<file path="src/rtl/spi_pkg.sv">
// Shared types and defaults for the SPI master controller slice.
package spi_pkg;

    localparam int DIV_W_DEF  = 8;
    localparam int DATA_W_DEF = 8;

    localparam logic CPOL_IDLE_LOW  = 1'b0;
    localparam logic CPOL_IDLE_HIGH = 1'b1;
    localparam logic CPHA_LEAD      = 1'b0;
    localparam logic CPHA_TRAIL     = 1'b1;

    typedef enum logic [2:0] {
        IDLE,
        SETUP,
        SHIFT,
        HOLD,
        GAP
    } spi_state_e;

endpackage

</file>
<file path="src/rtl/spi_clk_gen.sv">
// Half-period tick generator and SCLK edge index counter; everything stays on clk.
module spi_clk_gen #(
    parameter int DIV_W  = 8,
    parameter int DATA_W = 8,
    parameter int EDGE_W = $clog2(2*DATA_W+1)
) (
    input  logic              clk,
    input  logic              rst_n,
    input  logic [DIV_W-1:0]  div,
    input  logic              cnt_clr,
    input  logic              en,
    output logic              tick,
    output logic [EDGE_W-1:0] edge_idx
);

    localparam logic [EDGE_W-1:0] LAST_EDGE = EDGE_W'(2*DATA_W);

    logic [DIV_W-1:0]  r_cnt;
    logic [EDGE_W-1:0] r_edge;

    assign tick     = en && (r_cnt == div);
    assign edge_idx = r_edge;

    // Edge index saturates at the final edge so HOLD can reuse the same ticks.
    always_ff @(posedge clk or negedge rst_n) begin
        if (!rst_n) begin
            r_cnt  <= '0;
            r_edge <= '0;
        end else if (!en) begin
            r_cnt  <= '0;
            r_edge <= '0;
        end else begin
            if (cnt_clr || (r_cnt == div))
                r_cnt <= '0;
            else
                r_cnt <= r_cnt + 1'b1;
            if (tick && (r_edge != LAST_EDGE))
                r_edge <= r_edge + 1'b1;
        end
    end

endmodule

</file>
<file path="src/rtl/spi_master_ctrl.sv">
// SPI master transfer controller: request handshake, CS/SCLK/MOSI sequencing,
// MISO capture and per-frame response strobe.
module spi_master_ctrl
    import spi_pkg::*;
#(
    parameter int DIV_W  = DIV_W_DEF,
    parameter int DATA_W = DATA_W_DEF
) (
    input  logic              clk,
    input  logic              rst_n,
    input  logic [DIV_W-1:0]  cfg_div,
    input  logic              cfg_cpol,
    input  logic              cfg_cpha,
    input  logic              req_valid,
    output logic              req_ready,
    input  logic [DATA_W-1:0] req_data,
    input  logic              req_last,
    output logic              rsp_valid,
    output logic [DATA_W-1:0] rsp_data,
    output logic              busy,
    output logic              sclk,
    output logic              mosi,
    input  logic              miso,
    output logic              cs_n
);

    localparam int EDGE_W = $clog2(2*DATA_W+1);
    localparam logic [EDGE_W-1:0] LAST_EDGE = EDGE_W'(2*DATA_W);
    localparam logic [EDGE_W-1:0] FINAL_IDX = EDGE_W'(2*DATA_W-1);

    spi_state_e        r_state;
    logic [DIV_W-1:0]  r_div;
    logic              r_cpol;
    logic              r_cpha;
    logic              r_last;
    logic [DATA_W-1:0] r_tx;
    logic [DATA_W-1:0] r_rx;
    logic              r_sclk;
    logic              r_mosi;
    logic              r_cs_n;
    logic              r_busy;
    logic              r_rsp_valid;
    logic              r_rsp_pend;
    logic [DATA_W-1:0] r_rsp_data;

    logic              w_tick;
    logic [EDGE_W-1:0] w_edge_idx;
    logic              w_en;
    logic              w_cnt_clr;
    logic              w_hs;
    logic              w_do_edge;
    logic              w_lead;
    logic              w_final;
    logic              w_sample;

    assign req_ready = (r_state == IDLE) || (r_state == GAP);
    assign w_hs      = req_valid && req_ready;
    assign w_en      = (r_state == SETUP) || (r_state == SHIFT) || (r_state == HOLD);
    assign w_cnt_clr = w_tick && ((r_state == SETUP) || (r_state == HOLD) ||
                                  ((r_state == SHIFT) && (w_edge_idx == LAST_EDGE)));

    // The SETUP->SHIFT tick is itself edge 1; edge number = edge_idx + 1.
    assign w_do_edge = w_tick && ((r_state == SETUP) ||
                                  ((r_state == SHIFT) && (w_edge_idx != LAST_EDGE)));
    assign w_lead    = ~w_edge_idx[0];
    assign w_final   = w_do_edge && (w_edge_idx == FINAL_IDX);
    assign w_sample  = w_lead ^ r_cpha;

    assign rsp_valid = r_rsp_valid;
    assign rsp_data  = r_rsp_data;
    assign busy      = r_busy;
    assign sclk      = r_sclk;
    assign mosi      = r_mosi;
    assign cs_n      = r_cs_n;

    spi_clk_gen #(
        .DIV_W  (DIV_W),
        .DATA_W (DATA_W),
        .EDGE_W (EDGE_W)
    ) u_clk_gen (
        .clk      (clk),
        .rst_n    (rst_n),
        .div      (r_div),
        .cnt_clr  (w_cnt_clr),
        .en       (w_en),
        .tick     (w_tick),
        .edge_idx (w_edge_idx)
    );

    always_ff @(posedge clk or negedge rst_n) begin
        if (!rst_n) begin
            r_state     <= IDLE;
            r_div       <= '0;
            r_cpol      <= CPOL_IDLE_LOW;
            r_cpha      <= CPHA_LEAD;
            r_last      <= 1'b1;
            r_tx        <= '0;
            r_rx        <= '0;
            r_sclk      <= 1'b0;
            r_mosi      <= 1'b0;
            r_cs_n      <= 1'b1;
            r_busy      <= 1'b0;
            r_rsp_valid <= 1'b0;
            r_rsp_pend  <= 1'b0;
            r_rsp_data  <= '0;
        end else begin
            r_rsp_valid <= 1'b0;
            if (r_rsp_pend) begin
                r_rsp_valid <= 1'b1;
                r_rsp_data  <= r_rx;
                r_rsp_pend  <= 1'b0;
            end

            if (w_do_edge) begin
                r_sclk <= ~r_sclk;
                if (w_sample) begin
                    r_rx <= {r_rx[DATA_W-2:0], miso};
                end else if (!w_final) begin
                    r_mosi <= r_tx[DATA_W-1];
                    r_tx   <= r_tx << 1;
                end
                if (w_final)
                    r_rsp_pend <= 1'b1;
            end

            case (r_state)
                IDLE: begin
                    r_sclk <= cfg_cpol;
                    r_cs_n <= 1'b1;
                    r_busy <= 1'b0;
                    if (w_hs) begin
                        r_div   <= cfg_div;
                        r_cpol  <= cfg_cpol;
                        r_cpha  <= cfg_cpha;
                        r_last  <= req_last;
                        r_rx    <= '0;
                        r_cs_n  <= 1'b0;
                        r_busy  <= 1'b1;
                        r_state <= SETUP;
                        // CPHA=0 must present the MSB before the first leading edge.
                        if (cfg_cpha == CPHA_LEAD) begin
                            r_mosi <= req_data[DATA_W-1];
                            r_tx   <= req_data << 1;
                        end else begin
                            r_tx   <= req_data;
                        end
                    end
                end
                SETUP: begin
                    if (w_tick)
                        r_state <= SHIFT;
                end
                SHIFT: begin
                    if (w_tick && (w_edge_idx == LAST_EDGE))
                        r_state <= HOLD;
                end
                HOLD: begin
                    if (w_tick) begin
                        if (r_last) begin
                            r_state <= IDLE;
                            r_cs_n  <= 1'b1;
                        end else begin
                            r_state <= GAP;
                        end
                    end
                end
                GAP: begin
                    if (w_hs) begin
                        r_last  <= req_last;
                        r_rx    <= '0;
                        r_state <= SETUP;
                        if (r_cpha == CPHA_LEAD) begin
                            r_mosi <= req_data[DATA_W-1];
                            r_tx   <= req_data << 1;
                        end else begin
                            r_tx   <= req_data;
                        end
                    end
                end
                default: r_state <= IDLE;
            endcase
        end
    end

endmodule

</file>
<file path="config.mk">
export PLATFORM = sky130hd
export DESIGN_NAME = spi_master_ctrl
export DESIGN_NICKNAME = d
export VERILOG_FILES = /design/src/rtl/spi_pkg.sv /design/src/rtl/spi_clk_gen.sv /design/src/rtl/spi_master_ctrl.sv
export SDC_FILE = /design/constraint.sdc
export NUM_CORES = 1
export LEC_CHECK = 0
export ABC_AREA = 1
export BUFFER_PORTS_ARGS = -buffer_cell sky130_fd_sc_hd__buf_2
export CAP_MARGIN = 15
export CORE_AREA = 2 2 82 84
export DETAILED_ROUTE_END_ITERATION = 12
export DIE_AREA = 0 0 84 86
export PLACE_DENSITY = 0.72
export SLEW_MARGIN = 20
export SYNTH_ARGS = -nofsm -noshare
export SYNTH_HDL_FRONTEND = slang
export SYNTH_SLANG_ARGS = --single-unit
export TNS_END_PERCENT = 10
</file>
<file path="constraint.sdc">
create_clock -name clk -period 2.6 [get_ports clk]
set_input_delay 0.39 -clock clk [delete_from_list [all_inputs] [get_ports clk]]
set_output_delay 0.39 -clock clk [all_outputs]
set_load 0.05 [all_outputs]
</file>
==> results.md <==
* Layout Skew at 0.0128 ns
* Max Freq at 480 MHz
* Crit path max fanout at 21
* Fill count at 608
* Outcome: complete, no violations
* Hpwl dp at 4.68 mm
* Worst-Margin Slew at 0.481 ns
* Final setup margin at 0.516 ns
* WL/cell at 11.3 um
* Root buffer cell: clkbuf_8
* Final Slew Violations at 0
* Vias in the first global route at 2,523
* H-tree levels at 2
* DR vias/cell at 4.81
* DR iter-0 viols at 148
* CTS resizes at 0
* FFs w/ async S/R, synth at 100%
* Yosys warns at 0
* Synthesis-stage register bit count at 56
* Slew margin rel. at 67.9%
* Die area at 7220 um2
* Syn nets at 468
* Final Hold Vio Count at 0
* Most frequent cells in the layout: nand2_1, inv_1, dfrtp_1
* Synthesis-to-finish area growth at 11.8%
* TritonCTS Sinks at 56
* Endpoints failing setup at 0
* Placement Setup Slack at 0.529 ns
* Top Ports at 37
* Crit Path Category: flip-flop to flip-flop
* RSZ-0062 raised after global routing: false
* Number of flops mapped to enable cells by yosys at 0
* Routability Congestion at 0.821
* Core area at 6280 um2
* Die height at 86 um
* Worst Hold Slack at 0.0123 ns
* Initial antenna violation count at 0
* Post-CTS Hold Fix Bufs at 0
* Post-synth top flop: dfrtp_1
* Clock buffer count from CTS at 5
* Pin count of the biggest net entering global routing at 22
* PwrDens at 434 nW/um2
* Peak supply drop at 0.000242 V
* CP arrival at 2.33 ns
* Startpoint types: flip-flop
* Worst skew pair latency at 0.32 ns
* Max Cap Viol at 0
* Clock-pin slew on the worst setup and hold paths at 0.11 ns
* Mapped Cells at 441
* Number of post-CTS setup repair buffers at 0
* I/O Buffers at 36
* Avg Cell Area, Syn at 7.07 um2
* Total track usage at 18.8%
* Post-synthesis cell area at 3120 um2
* Register Area at 1400 um2
* Worst Path Required at 2.85 ns
* Minimum clock period at 2.08 ns
* CTS max path bufs at 2
* Grt total ovfl at 0
* CTS tree: done
* Die Wd at 84 um
* Final period util at 80.1%
* Drt pass-1 iters at 4
* Post-DRT Antenna Nets at 0
* Rows at 29
* Post-synthesis sequential area ratio at 45.0%
* Area of the multi-input gates at 1380 um2
* Inst Count DP at 547
* Worst hold path type: input port to asynchronous set/reset pin
* Diode count at 0
* Non-Filler Instances at 555
* WL final at 6.29 mm
* Most common cell after layout, fill and taps aside: nand2_1
* Critical path capture point type: flip-flop
* Drt drc at 0
* First-pass GRT wire length at 11.1 mm
* Share of cells above drive strength 1 at 13.8%
* Via count at 2,671
* Leakage at 1.94 nW
* Setup_tns at 0 ns
* Total Power at 0.00151 W
* Distinct cells, synth at 30
* Initial Utilization at 49.7%
* Final #Nets at 504
power breakdown:
part | switching [W] | internal, W | leakage [nW] | total [W]
registers | 0 | 0.000870 | 0.693 | 0.000870
clock network | 0.000296 | 0.000291 | 0.0583 | 0.000587
logic | 0.0000354 | 0.0000179 | 1.19 | 0.0000533
total | 0.000332 | 0.00118 | 1.94 | 0.00151
metrics by stage:
| step | instance area, um2 | utilization (%) |
|---|---|---|
| after detailed placement | 3370 | 53.7 |
| after floorplan | 3120 | - |
| after CTS | 3480 | 55.5 |
| final | 3480 | 55.5 |
| after global placement | 3370 | 53.7 |
| after global routing | 3480 | 55.5 |
critical path: stages (launching register included):
cell and delay, ns:
dfrtp_1 0.45, nor2_2 0.43, nand2_1 0.16, buf_4 0.24, nor2_2 0.37, buf_4 0.24, nand2_1 0.06, o21ai_1 0.07
metal layers:
metal,global-route usage (%),vias up,wire length (um)
li1,-,1431,-
met3,3.56,4,222
met4,5.57,0,61
met1,25.8,1182,3220
met5,0,-,0
met2,30.3,54,2780
logic make-up after synthesis:
family / synth area share (%)
fa+ha+maj: 1.61
simple gates: 30.2
buf+inv: 10.7
xor+xnor: 2.53
compound gates: 9.92
flops: 45.0
flip-flops by register name (all words and copies together), names as in the netlist:
signal,flops
r_rsp_pend,1
rsp_valid,1
r_rx,8
sclk,1
mosi,1
rsp_data,8
cs_n,1
r_cpha,1
r_div,8
busy,1
r_state,3
u_clk_gen.r_cnt,8
r_tx,8
u_clk_gen.edge_idx,5
r_last,1
path summary, 6_finish.rpt:
check                                                    end              startpoint  cells after the start  slack [ns]
max                                     r_div[6]$_DFFE_PN0P_  r_state[0]$_DFFE_PN0P_                      7        0.52
min                        u_clk_gen.edge_idx[4]$_DFFE_PN0P_                   rst_n                      1        0.01
max reg2reg                             r_div[6]$_DFFE_PN0P_  r_state[0]$_DFFE_PN0P_                      7        0.52
min reg2reg                                 cs_n$_DFFE_PN1P_        cs_n$_DFFE_PN1P_                      2        0.47
max in group asynchronous                 r_last$_DFFE_PN1P_                   rst_n                      2        1.92
min in group clk                        r_div[0]$_DFFE_PN0P_              cfg_div[0]                      3        0.27
area by class of cell:
cell class | instances | share of cell area (%)
clock buffers | 5 | 1.97
clock inverters | 3 | 1.36
inverters | 72 | 7.76
multi-input cells | 301 | 39.6
flip-flops and latches | 56 | 40.3
well taps | 77 | 2.76
repair buffers | 41 | 6.25
Yosys cell counts (2+ instances only):
| cell type | n | area, um2 |
|---|---|---|
| nor4_1 | 2 | 12.5 |
| nand2_1 | 141 | 529 |
| dfrtp_1 | 54 | 1350 |
| o22ai_1 | 10 | 62.6 |
| a21oi_1 | 27 | 135 |
| nand3_1 | 24 | 120 |
| nor2_2 | 5 | 31.3 |
| clkbuf_1 | 5 | 18.8 |
| xnor2_1 | 5 | 43.8 |
| inv_2 | 5 | 18.8 |
| nor2_1 | 48 | 180 |
| nand4_1 | 2 | 12.5 |
| o21ai_0 | 17 | 85.1 |
| inv_1 | 66 | 248 |
| or2_2 | 2 | 12.5 |
| xor2_1 | 4 | 35.0 |
| ha_1 | 4 | 50.1 |
| nor3_1 | 3 | 15.0 |
| buf_2 | 5 | 25.0 |
| dfstp_2 | 2 | 52.6 |
Note: power is estimated with default switching activity, not from simulation.
